[src/rtl/coil_guard_pkg.sv]
// Shared types and helpers for the coil_guard stepper-output protection block.
package coil_guard_pkg;

  typedef enum logic [2:0] {OFF, RUN, DEAD, SLEEP, FAULT} state_t;

  localparam int A  = 0;
  localparam int B  = 1;
  localparam int AN = 2;
  localparam int BN = 3;

  // Shoot-through: both ends of the same winding energized at once.
  function automatic logic is_illegal(input logic [3:0] p);
    return (p[A] & p[AN]) | (p[B] & p[BN]);
  endfunction

endpackage

[src/rtl/coil_guard_if.sv]
// Sequencer-to-driver bus for coil_guard, plus the FSM state for observation.
interface coil_guard_if;
  import coil_guard_pkg::*;

  // No valid/ready here: phase_in and enable are levels sampled on every
  // clock edge, and fault_clr is a single-cycle pulse acted on at that edge.
  logic       enable;
  logic [3:0] phase_in;
  logic       fault_clr;
  logic [3:0] coil;
  logic       fault;
  logic       idle;
  state_t     state;

  modport master (output enable, phase_in, fault_clr,
                  input  coil, fault, idle, state);
  modport slave  (input  enable, phase_in, fault_clr,
                  output coil, fault, idle, state);
endinterface

[src/rtl/coil_dead_timer.sv]
// Loadable down-counter; wraps below zero unless SATURATE holds it at zero.
module coil_dead_timer #(
  parameter int W        = 1,
  parameter bit SATURATE = 1'b0
) (
  input  logic         clk,
  input  logic         rst,
  input  logic         load,
  input  logic [W-1:0] value,
  output logic         zero
);
  logic [W-1:0] cnt;

  always_ff @(posedge clk) begin
    if (rst) begin
      cnt <= '0;
    end else if (load) begin
      cnt <= value;
    end else if (!(SATURATE && cnt == '0)) begin
      cnt <= cnt - 1'b1;
    end
  end

  assign zero = (cnt == '0);
endmodule

[src/rtl/coil_guard.sv]
// Screens sequencer phase patterns, inserts break-before-make dead time,
// latches shoot-through faults and releases the coils after an idle period.
module coil_guard
  import coil_guard_pkg::*;
#(
  parameter int DEAD_CYC     = 4,
  parameter int IDLE_TIMEOUT = 1000000
) (
  input logic         clk,
  input logic         rst,
  coil_guard_if.slave bus
);
  localparam int DW = (DEAD_CYC < 1) ? 1 : $clog2(DEAD_CYC + 1);
  localparam int IW = (IDLE_TIMEOUT < 2) ? 1 : $clog2(IDLE_TIMEOUT);
  // The dead counter ends at zero, so it starts one below the cycle count.
  localparam logic [DW-1:0] DEAD_LOAD = DW'((DEAD_CYC > 0) ? DEAD_CYC - 1 : 0);
  localparam logic [IW-1:0] IDLE_LOAD = IW'((IDLE_TIMEOUT > 0) ? IDLE_TIMEOUT - 1 : 0);

  state_t     state, state_n;
  logic [3:0] applied, applied_n, pending, pending_n, coil_q, coil_n;
  logic [3:0] base, chg_from;
  logic       fault_q, fault_n, idle_q, idle_n;
  logic       chg, dead_load, dead_zero, idle_load, idle_zero;

  always_ff @(posedge clk) begin
    if (rst) begin
      state   <= OFF;
      applied <= '0;
      pending <= '0;
      coil_q  <= '0;
      fault_q <= 1'b0;
      idle_q  <= 1'b0;
    end else begin
      state   <= state_n;
      applied <= applied_n;
      pending <= pending_n;
      coil_q  <= coil_n;
      fault_q <= fault_n;
      idle_q  <= idle_n;
    end
  end

  always_comb begin
    state_n   = state;
    applied_n = applied;
    pending_n = pending;
    coil_n    = coil_q;
    fault_n   = fault_q;
    idle_n    = idle_q;
    dead_load = 1'b0;
    chg       = 1'b0;
    chg_from  = '0;
    base      = (state == OFF) ? 4'b0000 : applied;

    if (bus.enable && is_illegal(bus.phase_in)) begin
      state_n   = FAULT;
      applied_n = '0;
      pending_n = '0;
      coil_n    = '0;
      fault_n   = 1'b1;
      idle_n    = 1'b0;
    end else if (state == FAULT) begin
      coil_n = '0;
      idle_n = 1'b0;
      if (bus.fault_clr && !is_illegal(bus.phase_in)) begin
        state_n = OFF;
        fault_n = 1'b0;
      end
    end else if (!bus.enable) begin
      state_n   = OFF;
      applied_n = '0;
      pending_n = '0;
      coil_n    = '0;
      idle_n    = 1'b0;
    end else begin
      case (state)
        OFF, RUN: begin
          if (bus.phase_in != base) begin
            chg      = 1'b1;
            chg_from = base;
          end else if (state == RUN && base != 4'b0000 && idle_zero) begin
            state_n = SLEEP;
            coil_n  = '0;
            idle_n  = 1'b1;
          end else begin
            state_n   = RUN;
            applied_n = base;
            coil_n    = base;
          end
        end
        DEAD: begin
          if (bus.phase_in != pending) begin
            chg      = 1'b1;
            chg_from = applied;
          end else if (dead_zero) begin
            state_n   = RUN;
            applied_n = pending;
            coil_n    = pending;
          end else begin
            coil_n = applied & pending;
          end
        end
        SLEEP: begin
          if (bus.phase_in != applied) begin
            chg      = 1'b1;
            chg_from = 4'b0000;
          end
        end
        default: ;
      endcase
    end

    // Any accepted new pattern: drop outgoing bits now, hold incoming ones off.
    if (chg) begin
      idle_n = 1'b0;
      if (DEAD_CYC == 0) begin
        state_n   = RUN;
        applied_n = bus.phase_in;
        coil_n    = bus.phase_in;
      end else begin
        state_n   = DEAD;
        applied_n = chg_from;
        pending_n = bus.phase_in;
        coil_n    = chg_from & bus.phase_in;
        dead_load = 1'b1;
      end
    end
  end

  assign idle_load = (state != RUN) || (state_n != RUN) || (applied_n != applied);

  coil_dead_timer #(.W(DW), .SATURATE(1'b0)) u_dead (
    .clk(clk), .rst(rst), .load(dead_load), .value(DEAD_LOAD), .zero(dead_zero)
  );

  coil_dead_timer #(.W(IW), .SATURATE(1'b1)) u_idle (
    .clk(clk), .rst(rst), .load(idle_load), .value(IDLE_LOAD), .zero(idle_zero)
  );

  assign bus.coil  = coil_q;
  assign bus.fault = fault_q;
  assign bus.idle  = idle_q;
  assign bus.state = state;
endmodule

[src/flat_wrapper.sv]
// flat-port wrapper written by rule: the top's interface ports become plain ports
module coil_guard_flat import coil_guard_pkg::*;
#(
  parameter int DEAD_CYC     = 4,
  parameter int IDLE_TIMEOUT = 1000000
)
  (clk, rst, bus_enable, bus_phase_in, bus_fault_clr, bus_coil, bus_fault, bus_idle, bus_state);
  coil_guard_if bus_i ();
  input logic clk;
  input logic rst;
  input wire logic [$bits(bus_i.enable)-1:0] bus_enable;
  input wire logic [$bits(bus_i.phase_in)-1:0] bus_phase_in;
  input wire logic [$bits(bus_i.fault_clr)-1:0] bus_fault_clr;
  output wire logic [$bits(bus_i.coil)-1:0] bus_coil;
  output wire logic [$bits(bus_i.fault)-1:0] bus_fault;
  output wire logic [$bits(bus_i.idle)-1:0] bus_idle;
  output wire logic [$bits(bus_i.state)-1:0] bus_state;
  assign bus_i.enable = bus_enable;
  assign bus_i.phase_in = bus_phase_in;
  assign bus_i.fault_clr = bus_fault_clr;
  assign bus_coil = bus_i.coil;
  assign bus_fault = bus_i.fault;
  assign bus_idle = bus_i.idle;
  assign bus_state = bus_i.state;
  coil_guard #(.DEAD_CYC(DEAD_CYC), .IDLE_TIMEOUT(IDLE_TIMEOUT)) u_core (.clk(clk), .rst(rst), .bus(bus_i));
endmodule
[config.mk]
export PLATFORM = sky130hd
export DESIGN_NAME = coil_guard_flat
export DESIGN_NICKNAME = d
export VERILOG_FILES = /design/src/rtl/coil_guard_pkg.sv /design/src/rtl/coil_guard_if.sv /design/src/rtl/coil_dead_timer.sv /design/src/rtl/coil_guard.sv /design/src/flat_wrapper.sv
export SDC_FILE = /design/constraint.sdc
export NUM_CORES = 1
export LEC_CHECK = 0
export CAP_MARGIN = 5
export CORE_MARGIN = 2
export CORE_UTILIZATION = 57
export CTS_CLUSTER_DIAMETER = 120
export DETAILED_ROUTE_END_ITERATION = 8
export PLACE_DENSITY = 0.78
export SLEW_MARGIN = 20
export SYNTH_ARGS = -nofsm -noshare
export SYNTH_HDL_FRONTEND = slang
export SYNTH_SLANG_ARGS = --single-unit
[constraint.sdc]
create_clock -name clk -period 6.3 [get_ports clk]
set_input_delay 0.945 -clock clk [delete_from_list [all_inputs] [get_ports clk]]
set_output_delay 0.945 -clock clk [all_outputs]
set_load 0.01 [all_outputs]
After elaboration in Yosys (flattened, before gate mapping)
Index checks and enable logic that the tools add are counted.

word-level totals
  register bits after elaboration = 40
  input port bits = 8
  output and inout bits = 9
  word-level logic and storage cells = 109

cells by class
  add/sub/neg operators = 2
  eq/ne operators = 16
  mux-type cells = 53
  bitwise gates (word level) = 7
  reduce and logical (&&, ||, !) cells = 21

operators by type and width
  cell                   number
  $mux 4                 26
  $mux 20                2
  $mux 3                 8
  $pmux 4 s2             3
  $logic_not 20->1       1
  $sub 20x1->20 const B  1
  $ne 4x4->1             4
  $ne 3x1->1 const B     4
  $ne 6x3->1 const B     2
  $mux 1                 10
  $and 4x4->4            2
  $eq 3x2->1 const B     2
  $logic_not 3->1        2
  $ne 6x1->1 const B     1
  $pmux 3 s2             1
  $reduce_and 3->1       2
  $reduce_or 2->1        3
  $reduce_or 5->1        1
  $logic_and 1x1->1      4
  $mux 2                 2
  $reduce_and 2->1       2
  $reduce_bool 2->1      2
  $reduce_bool 4->1      1
  $eq 3x1->1 const B     1
  9 further kinds        12

Depth between registers and ports, before layout
Gate-level depths: netlist (run 1).

  word-level depth = 16
  depth in mapped cells = 9
  depth with buffers taken out = 7

Cells and area by module
Synthesis (run 1) repeated with hierarchy kept, for this count alone.

second synthesis, totals
  cells, all modules = 331
  area, all modules = 2647.5 sq um

by module, submodules not included
  module                           instances  cells an instance  area an instance (sq um)  seq. area each (sq um)
  coil_guard                       1          166                1256.2                    340.3
  coil_dead_timer (u_core.u_idle)  1          148                1249.9                    400.4
  coil_dead_timer (u_core.u_dead)  1          17                 141.4                     60.1

Worst setup path before layout (run 1)
No wires, ideal clock.

  path kind = input to register
  from = input bus_phase_in[3]
  to = register u_core.u_idle.cnt[16]
  setup time = 0.138 ns
  data arrival time = 2.902 ns
  required time = 6.162 ns
  path slack = 3.259 ns
  cell stages on the path = 8
  buffers on the path = 2
  path through = clkbuf_1 xor2_1 or4_1 o41ai_2 o21ai_0 a211oi_2 buf_6 a31oi_4

between the ends
  word-level cells in the longest chain between the ends = 12
  elaborated cells between the ends (all ways) = 42
  classes of those cells = eq/ne (6); mux (29); bitwise (2); reduce/logical (5)

ends and longest elaborated chain
  item                                                                 RTL line               RTL
  start: declaration                                                   flat_wrapper.sv:12     input wire logic [$bits(bus_i.phase_in)-1:0] bus_phase_in;
  parallel branches: the longest is 10 deep, another holds $ne 4x4->1  n/a
  $logic_or 1x1->1 (*)                                                 coil_guard.sv:130      assign idle_load = (state != RUN) || (state_n != RUN) || (applied_n != applied);
  $ne 2x1->1 (no line) / $mux 20 (equally long branches)               n/a
  end signal: assignment                                               coil_dead_timer.sv:18  cnt <= value;
  end signal: assignment                                               coil_dead_timer.sv:20  cnt <= cnt - 1'b1;
  end: declaration                                                     coil_dead_timer.sv:12  logic [W-1:0] cnt;

Mark *: on every way between the ends.
A chain may end at the register's enable or synchronous reset.

Worst setup path in the final report (run 1)
  from = input bus_phase_in[0]
  to = register u_core.u_idle.cnt[3]

Same word-level chain as after synthesis.

==> summary.md, run 1 <==
| Metric | Value |
|---|---|
| GRT overflow | 0 |
| FMAX | 298.2 MHz |
| Largest net degree at the start of global routing | 37 |
| # setup viols final | 0 |
| Non-Filler Instances | 335 |
| Rel. slew slack | 49.35% |
| Final HPWL DP | 3648 um |
| PostCTS Resize Cnt | 0 |
| Clk slew on worst S/H paths | 0.09 ns |
| Average size of a mapped cell | 8.552 sq um |
| Chip Width | 68 um |
| Worst-Skew Late Latency | 0.30 ns |
| Setup TNS | 0 ns |
| CTS tree | yes |
| Peak supply drop | 0.1587 mV |
| Die footprint | 4624 sq um |
| Vias in the first global route | 1,902 |
| Final GP Congestion | 0.8938 |
| Hold Crit Depth | 1 |
| Synth Cell Area | 2335 sq um |
| Post-DR wirelength/cell | 15.18 um |
| Total GRT Usage | 24.29% |
| Flops & latches, synth | 40 |
| Initial DRC count | 139 |
| Syn_nets | 285 |
| Clock Tree Root | clkbuf_8 |
| Hold Buf Count CTS | 0 |
| Final Power | 0.0005750 W |
| Register-to-Register Path Depth | 6 |
| Post-synth ARST share | 0% |
| Cell Count Post-Placement | 327 |
| CP Class | in -> reg |
| Power density over the cells | 219.4 nW/um^2 |
| FP Rows | 23 |
| CTS Buf Count | 5 |
| TritonRoute pass-1 iters | 4 |
| Hold crit path type | reg -> reg |
| Worst path arrival time | 3.50 ns |
| Yosys warns | 0 |
| Clock buffer depth | 2 |
| Top_reg_cell synth | dfxtp_1 |
| Final ANT Viol Nets | 0 |
| Starting density of the core | 58.79% |
| DRC Markers | 0 |
| Final Hold Vio Count | 0 |
| Htree depth | 2 |
| Final Cycle Share | 53.23% |
| Worst Path Required | 6.44 ns |
| Post-layout minimum cycle time | 3.353 ns |
| Setup slack after layout | 2.947 ns |
| Synth unique cells | 55 |
| Clk sinks | 40 |
| Via count | 2,036 |
| Max_cap viols | 0 |
| Core Region | 3971 sq um |
| Syn Inst Count | 273 |
| Total setup buffers inserted after CTS | 0 |
| Die Y | 68 um |
| Routed Wire Length | 5085 um |
| Global-route wire length before repair | 8487 um |
| Setup crit start kind | primary input |
| Post-route cell area | 2621 sq um |
| Setup Skew | 0.01468 ns |
| Number of synthesized flops with an enable pin | 0 |
| Port Buffer Count | 16 |
| Vias per Instance | 6.078 |
| Status | completed |
| Pre-CTS setup slack | 2.648 ns |
| Slew Viols, Final | 0 |
| CP Max Fanout | 12 |
| Initial antenna violation count | 0 |
| Syn-to-layout area delta | 12.27% |
| I/O pins | 17 |
| Layout cells sized above 1 | 10.18% |
| Nature of the critical path endpoint | flop |
| RSZ-0062 raised after global routing | no |
| Layout Nets | 296 |
| Seq/Total Area, Yosys | 34.30% |
| # diodes | 0 |
| Leak | 0.8574 nW |
| Worst Tran Pin Value | 0.7582 ns |
| DP Area | 2505 sq um |
synth_stat cells (2+ instances only):
cell type / instances / share of area (%)
o21ai_0: 6 / 1.3
nor2b_1: 7 / 1.9
nor4_1: 7 / 1.9
a31oi_1: 2 / 0.54
o32ai_1: 4 / 1.5
xnor2_1: 15 / 5.6
a2111o_1: 2 / 0.96
a22oi_1: 2 / 0.64
nand2_1: 12 / 1.9
nor2_1: 23 / 3.7
clkbuf_1: 8 / 1.3
buf_2: 3 / 0.64
a21oi_1: 10 / 2.1
a21oi_2: 9 / 3.4
a211oi_1: 2 / 0.64
or3_1: 3 / 0.80
ha_1: 4 / 2.1
nor3_1: 12 / 2.6
a221oi_1: 4 / 1.5
nand3_1: 19 / 4.1
dfxtp_1: 40 / 34
inv_1: 13 / 2.1
or4_1: 2 / 0.64
o31ai_1: 7 / 2.3
nor3b_1: 3 / 0.96
nand2b_1: 7 / 1.9
xor2_1: 11 / 4.1
o211ai_1: 9 / 2.9
cells in the final DEF (no fill, tap or decap), types with 2 or more instances in the layout:
cell,instances
a2111o_1,2
o21ai_0,6
clkbuf_8,5
nor2b_1,7
or3_1,3
o32ai_1,4
a22oi_1,2
nand3_1,19
a211oi_1,2
ha_1,4
xnor2_1,15
buf_4,2
a21oi_1,10
inv_1,13
clkinv_4,2
o211ai_1,9
nor3b_1,3
clkdlybuf4s50_1,16
or4_1,2
nand2_1,12
nor4_1,7
o31ai_1,7
dfxtp_1,40
nand2b_1,7
a221oi_1,4
a31oi_1,2
xor2_1,11
nor2_1,23
a21oi_2,9
nor3_1,12
where the power goes:
group / switching [W] / internal (W)
sequential: 0.0000114 / 0.000263
clock: 0.0000965 / 0.000119
combinational: 0.0000491 / 0.0000355
total: 0.000157 / 0.000418
critical path, stage by stage:
cell and delay, ns:
clkdlybuf4s50_1 0.58, xor2_1 0.23, or4_1 0.58, o41ai_2 0.34
o21ai_0 0.20, a211oi_2 0.24, buf_4 0.25, a31oi_1 0.11
worst paths after layout:
check	startpoint	slack, ns	endpoint
setup / recovery	bus_phase_in[0]	2.95	u_core.u_idle.cnt[3]$_SDFFE_PP0P_
hold / removal	u_core.u_dead.cnt[0]$_SDFF_PP0_	0.45	u_core.u_dead.cnt[0]$_SDFF_PP0_
setup reg to reg	u_core.bus.state[2]$_SDFF_PP0_	3.53	u_core.applied[2]$_SDFF_PP0_
hold reg to reg	u_core.u_dead.cnt[0]$_SDFF_PP0_	0.45	u_core.u_dead.cnt[0]$_SDFF_PP0_
routing by layer:
| metal | track usage [%] | routed length [um] | vias up |
|---|---|---|---|
| li1 | - | - | 1019 |
| met4 | 11.50 | 154 | 0 |
| met1 | 28.92 | 2229 | 936 |
| met2 | 41.75 | 2444 | 61 |
| met3 | 4.770 | 257 | 20 |
| met5 | 0 | 0 | - |
state kept, by name (all words and copies together) (netlist names):
signal / cells
u_core.u_dead.cnt: 3
u_core.applied: 4
u_core.bus.idle: 1
u_core.bus.coil: 4
u_core.pending: 4
u_core.u_idle.cnt: 20
u_core.bus.state: 3
u_core.bus.fault: 1
stage by stage:
| stage | hold WS (ns) | utilization [%] |
|---|---|---|
| finish | 0.4548 | 66.01 |
| CTS | 0.4526 | 66.01 |
| detailed placement | 0.4402 | 63.08 |
| floorplan | 0.4083 | - |
| global route | 0.4666 | 66.01 |
| global placement | 0.4178 | 63.08 |
cell families after synthesis:
group           count (synthesis)  synth area share (%)
flops                          40                 34.30
buf+inv                        27                 4.984
compound gates                 69                 23.90
fa+ha+maj                       4                 2.144
xor+xnor                       26                 9.754
simple gates                  107                 24.92
final cells by class:
type	instances	area [sq um]
Inverter	13	48.80
Tap cell	50	62.56
Clock buffer	5	68.82
Fill cell	351	1350
Sequential cell	40	800.8
Timing Repair Buffer	18	175.2
Clock inverter	3	47.55
Multi-Input combinational cell	206	1418
(Power assumes the default switching activity.)
==> run 2: changes to the inputs <==
Clock period 6.3 ns to 3.4 ns, I/O delays scaled along.
==> run 2 against run 1 <==
  * Non-clock buffer count is 11 higher
  * Clock power is 51% higher
  * Power is 75% higher
  * Utilization is 1.5 points higher
  * Critical path type unchanged
  * Hold slack worse by 0.021 ns
  * Global-route usage is 1.2 points higher
  * Register-to-register slack worse by 2.7 ns
  * Sequential cell count stayed put
  * Clock skew is 0.0065 ns lower
  * Cell count is 3.3% higher
  * Setup slack worse by 2.4 ns
==> summary.md, run 2 (synthesis gave the netlist of run 1 again) <==
| Metric | Value |
|---|---|
| Vias per Instance | 6.032 (-0.75%) |
| Most frequent cells in the layout | dfxtp_1, nor2_1, nand3_1 |
| Total GRT Usage | 25.53% (+1.2 points) |
| DRC Markers | 0 (unchanged) |
| Final Cycle Share | 84.06% |
| Chip Width | 68 um (unchanged) |
| Hold Buf Count CTS | 0 (unchanged) |
| Post-DR wirelength/cell | 15.37 um (+1.3%) |
| Clock Tree Root | clkbuf_8 |
| Clock buffer depth | 2 (unchanged) |
| Setup Skew | 0.008163 ns (-0.006518 ns) |
| Htree depth | 2 (unchanged) |
| Layout Nets | 307 (+3.7%) |
| Peak supply drop | 0.2872 mV (+81%) |
| Total setup buffers inserted after CTS | 0 (unchanged) |
| Leak | 0.9043 nW (+5.5%) |
| CTS tree | yes |
| Worst Path Required | 3.54 ns (-2.90 ns) |
| # setup viols final | 0 (unchanged) |
| Final Hold Vio Count | 0 (unchanged) |
| Worst Tran Pin Value | 0.7064 ns (-0.05174 ns) |
| Die footprint | 4624 sq um (unchanged) |
| I/O pins | 17 (unchanged) |
| Initial antenna violation count | 0 (unchanged) |
| Initial DRC count | 170 (+22%) |
| GRT overflow | 0 (unchanged) |
| Register-to-Register Path Depth | 7 (+1) |
| Final GP Congestion | 0.9271 (+3.7%) |
| Final Core Density | 67.49% (+1.5 points) |
| # diodes | 0 (unchanged) |
| Via count | 2,087 (+2.5%) |
| FP Rows | 23 (unchanged) |
| Hold Crit Depth | 1 (unchanged) |
| CP Max Fanout | 12 (unchanged) |
| Slew Viols, Final | 0 (unchanged) |
| Largest Register | u_core.u_idle.cnt |
| Core Region | 3971 sq um (unchanged) |
| PostCTS Resize Cnt | 0 (unchanged) |
| WHS | 0.4333 ns (-0.02148 ns) |
| Worst path arrival time | 3.00 ns (-0.50 ns) |
| RSZ-0062 raised after global routing | no |
| Hold crit path type | reg -> reg |
| Max_cap viols | 0 (unchanged) |
| Setup crit start kind | primary input |
| Post-layout minimum cycle time | 2.858 ns |
| Worst-Skew Late Latency | 0.30 ns (about the same) |
| Vias in the first global route | 1,976 (+3.9%) |
| CP Class | in -> reg |
| Largest net degree at the start of global routing | 16 (-57%) |
| CTS Buf Count | 5 (unchanged) |
| Status | completed |
| Setup TNS | 0 ns (unchanged) |
| Starting density of the core | 58.79% (unchanged) |
| Port Buffer Count | 16 (unchanged) |
| Layout cells sized above 1 | 13.51% (+3.3 points) |
| Rel. slew slack | 52.86% (+3.5 points) |
| Final HPWL DP | 3888 um (+6.6%) |
| FMAX | 349.9 MHz |
| Clk sinks | 40 (unchanged) |
| Die Y | 68 um (unchanged) |
| Clk slew on worst S/H paths | 0.08 ns (about the same) |
| Max reg flops | 20 (unchanged) |
| Final ANT Viol Nets | 0 (unchanged) |
| Commonest non-fill, non-tap cell in the layout | dfxtp_1 |
| Routed Wire Length | 5319 um (+4.6%) |
| Nature of the critical path endpoint | flop |
| Global-route wire length before repair | 8956 um (+5.5%) |
| Syn-to-layout area delta | 14.79% |
| TritonRoute pass-1 iters | 4 (unchanged) |
| Power density over the cells | 375.9 nW/um^2 (+71%) |
-- run 2: cell types whose count changed in the layout (fill, tap and decap cells not counted) --
cell / previous run / this run
buf_4: 2 / 13
bufinv_16: 1 / 0
clkbuf_8: 5 / 6
clkinv_2: 0 / 2
clkinv_4: 2 / 0
-- run 2: critical path, cell delays in order --
cell and delay [ns]:
clkdlybuf4s50_1 0.65, xor2_1 0.14, or4_1 0.55, o41ai_2 0.35
o21ai_0 0.20, a211oi_2 0.24, buf_4 0.26, a31oi_1 0.10
-- run 2: final timing paths --
| check | slack (ns) | endpoint | start |
|---|---|---|---|
| max | 0.54 | u_core.u_idle.cnt[3]$_SDFFE_PP0P_ | bus_phase_in[3] |
| min | 0.43 | u_core.u_dead.cnt[0]$_SDFF_PP0_ | u_core.u_dead.cnt[0]$_SDFF_PP0_ |
| max reg2reg | 0.85 | u_core.u_idle.cnt[3]$_SDFFE_PP0P_ | u_core.u_idle.cnt[2]$_SDFFE_PP0P_ |
| min reg2reg | 0.43 | u_core.u_dead.cnt[0]$_SDFF_PP0_ | u_core.u_dead.cnt[0]$_SDFF_PP0_ |
-- run 2: routing by layer --
layer / vias to the layer above / share of wire (%) / global-route usage (%)
met5: - / 0 / 0
met1: 967 / 45 / 31.21
li1: 1042 / - / -
met2: 65 / 48 / 42.11
met3: 13 / 4.9 / 6.250
met4: 0 / 2.7 / 11.75
-- run 2: cell type report --
| cell class | instances | area [sq um] |
|---|---|---|
| multi-input combinational | 206 | 1418 |
| fill | 330 | 1291 |
| sequential | 40 | 800.8 |
| timing repair buffer | 29 | 257.7 |
| clock buffer | 6 | 82.58 |
| tap | 50 | 62.56 |
| inverter | 13 | 48.80 |
| clock inverter | 2 | 10.01 |
-- run 2: stage by stage --
step	power (W)	cell area [sq um]	cells	setup slack [ns]
finish	0.001007	2680	346	0.5419
global route	0.001054	2680	346	0.3706
global placement	0.0006865	2587	338	0.3066
floorplan	0.0006321	2335	273	0.7944
CTS	0.001011	2680	346	0.5675
detailed placement	0.0006892	2587	338	0.2669
-- run 2: report_power, final --
part           switching, W  internal, W
sequential        0.0000160     0.000488
clock              0.000165     0.000162
combinational      0.000100    0.0000770
total              0.000281     0.000727
==> run 3: changes to the inputs <==
Clock period 3.4 ns to 2.8 ns, I/O delays scaled along.
==> run 3 against run 2 <==
  * Die area unchanged
  * Critical endpoint unchanged
  * Wire length up 2.0%
  * Clock power grew 13%
==> summary.md, run 3 (synthesis gave the netlist of run 1 again) <==
| Metric | Value |
|---|---|
| Status | completed |
| Total GRT Usage | 25.03% (-0.50 points) |
| Htree depth | 2 (unchanged) |
| Worst stage delay on the critical path | 0.56 ns (-0.09 ns) |
| Initial antenna violation count | 0 (unchanged) |
| Starting density of the core | 58.79% (unchanged) |
| Commonest non-fill, non-tap cell in the layout | dfxtp_1 |
| Leak | 0.9464 nW (+4.7%) |
| Post-layout minimum cycle time | 2.592 ns |
| Final GP Congestion | 1.007 (+8.6%) |
| CTS Buf Count | 5 (unchanged) |
| Max_cap viols | 0 (unchanged) |
| Syn-to-layout area delta | 18.38% |
| Chip Width | 68 um (unchanged) |
| Global-route wire length before repair | 8652 um (-3.4%) |
| Power density over the cells | 436.0 nW/um^2 (+16%) |
| Nature of the critical path endpoint | flop |
| Setup Skew | 0.01194 ns (+0.003778 ns) |
| Layout Nets | 318 (+3.6%) |
| Worst path bufs/invs | 2 (unchanged) |
| Die Y | 68 um (unchanged) |
| Port Buffer Count | 16 (unchanged) |
| CP Class | in -> reg |
| Largest net degree at the start of global routing | 21 (+5) |
| CTS tree | yes |
| Sw Pwr | 0.0003432 W (+22%) |
| TritonRoute pass-1 iters | 4 (unchanged) |
| GRT overflow | 0 (unchanged) |
| Layout cells sized above 1 | 16.34% (+2.8 points) |
| Rel. slew slack | 58.78% (+5.9 points) |
| Worst Path Required | 2.97 ns (-0.57 ns) |
| Combinational share of power | 18.7% (+1.1 points) |
| Worst Tran Pin Value | 0.6136 ns (-0.09276 ns) |
| Slew Viols, Final | 0 (unchanged) |
| Setup crit start kind | primary input |
| Post-DR wirelength/cell | 15.23 um (-0.91%) |
| # setup viols final | 0 (unchanged) |
| Clk slew on worst S/H paths | 0.08 ns (about the same) |
| Clock buffer depth | 2 (unchanged) |
| Routed Wire Length | 5423 um (+2.0%) |
| Clk network pwr share | 30.5% (-1.9 points) |
| Setup slack after layout | 0.2082 ns (-0.3337 ns) |
| FP Rows | 23 (unchanged) |
| Slowest stage cell, crit path | or4_1 |
| DRC Markers | 0 (unchanged) |
| CP Max Fanout | 12 (unchanged) |
| Switching Share | 28.48% (+0.61 points) |
| FMAX | 385.8 MHz |
| Multi-input gate area | 1418 sq um (unchanged) |
| Pre-CTS setup slack | -0.1012 ns (-0.3682 ns) |
| Final Cycle Share | 92.56% |
| Area occupied by registers | 800.8 sq um (unchanged) |
| RSZ-0062 raised after global routing | no |
| PostCTS Resize Cnt | 0 (unchanged) |
| CP cell instances | clkdlybuf4s50_1 -> xor2_1 -> or4_1 -> o41ai_2 -> o21ai_0 -> a211oi_2 -> buf_12 -> a31oi_1 |
| Vias in the first global route | 1,965 (-0.56%) |
| Clk sinks | 40 (unchanged) |
| Reg power frac | 50.8% (+0.8 points) |
| # diodes | 0 (unchanged) |
| Fillers | 319 (-3.3%) |
| Cell Count Post-Placement | 349 (+3.3%) |
| Hold crit path type | reg -> reg |
| Worst path arrival time | 2.76 ns (-0.24 ns) |
| WHS | 0.4322 ns (-0.001153 ns) |
| Hold Buf Count CTS | 0 (unchanged) |
| Clock Tree Root | clkbuf_8 |
| Vias per Instance | 6.059 (+0.45%) |
| Non-Filler Instances | 356 (+2.9%) |
| Core Region | 3971 sq um (unchanged) |
| Final HPWL DP | 3987 um (+2.6%) |
| Largest Register | u_core.u_idle.cnt |
| Total setup buffers inserted after CTS | 0 (unchanged) |
| I/O pins | 17 (unchanged) |
| Final ANT Viol Nets | 0 (unchanged) |
| Most frequent cells in the layout | dfxtp_1, nor2_1, buf_4 |
| Final Hold Vio Count | 0 (unchanged) |
| Initial DRC count | 146 (-14%) |
| Int Power | 0.0008619 W (+19%) |
| Worst-Skew Late Latency | 0.29 ns (about the same) |
| Die footprint | 4624 sq um (unchanged) |
| Via count | 2,157 (+3.4%) |
| Post-route cell area | 2764 sq um (+3.1%) |
| Max reg flops | 20 (unchanged) |
| Final Power | 0.001205 W (+20%) |
| DP Area | 2683 sq um (+3.7%) |
| Critical path's top delay family | compound AO/OA/AOI/OAI gates |
| Peak supply drop | 0.2841 mV (-1.1%) |
## run 3: worst paths after layout
check | startpoint | to | slack, ns | cells after the start
hold / removal | u_core.u_dead.cnt[0]$_SDFF_PP0_ | u_core.u_dead.cnt[0]$_SDFF_PP0_ | 0.43 | 1
hold reg to reg | u_core.u_dead.cnt[0]$_SDFF_PP0_ | u_core.u_dead.cnt[0]$_SDFF_PP0_ | 0.43 | 1
setup reg to reg | u_core.u_idle.cnt[2]$_SDFFE_PP0P_ | u_core.u_idle.cnt[3]$_SDFFE_PP0P_ | 0.28 | 7
setup / recovery | bus_phase_in[0] | u_core.u_idle.cnt[3]$_SDFFE_PP0P_ | 0.21 | 8
## run 3: layout make-up
type | count | share of cell area, %
Multi-Input combinational cell | 206 | 51.29
Clock inverter | 2 | 0.4527
Timing Repair Buffer | 40 | 12.77
Inverter | 13 | 1.766
Tap cell | 50 | 2.263
Clock buffer | 5 | 2.490
Sequential cell | 40 | 28.97
## run 3: per-stage QoR
stage,util [%],setup TNS (ns)
4_1_cts,69.60,0
3_5_place_dp,67.55,-0.7791
2_1_floorplan,-,0
5_1_grt,69.60,0
6_report,69.60,0
3_3_place_gp,67.55,-0.07600
## run 3: power groups by stage
stage                     combinational [W]  clock (W)  sequential (W)
final                              0.000226   0.000367        0.000612
after detailed placement           0.000223          0        0.000624
after CTS                          0.000225   0.000377        0.000611
after global routing               0.000246   0.000397        0.000615
after global placement             0.000220          0        0.000624
after floorplan                    0.000143          0        0.000624
## run 3: per-layer routing
metal  wire [um]  track usage (%)  vias to the layer above
met3         214            4.605                       18
met4         180            11.00                        0
met2        2728            45.39                       66
met5           0                0                        -
li1            -                -                     1064
met1        2299            28.32                     1009
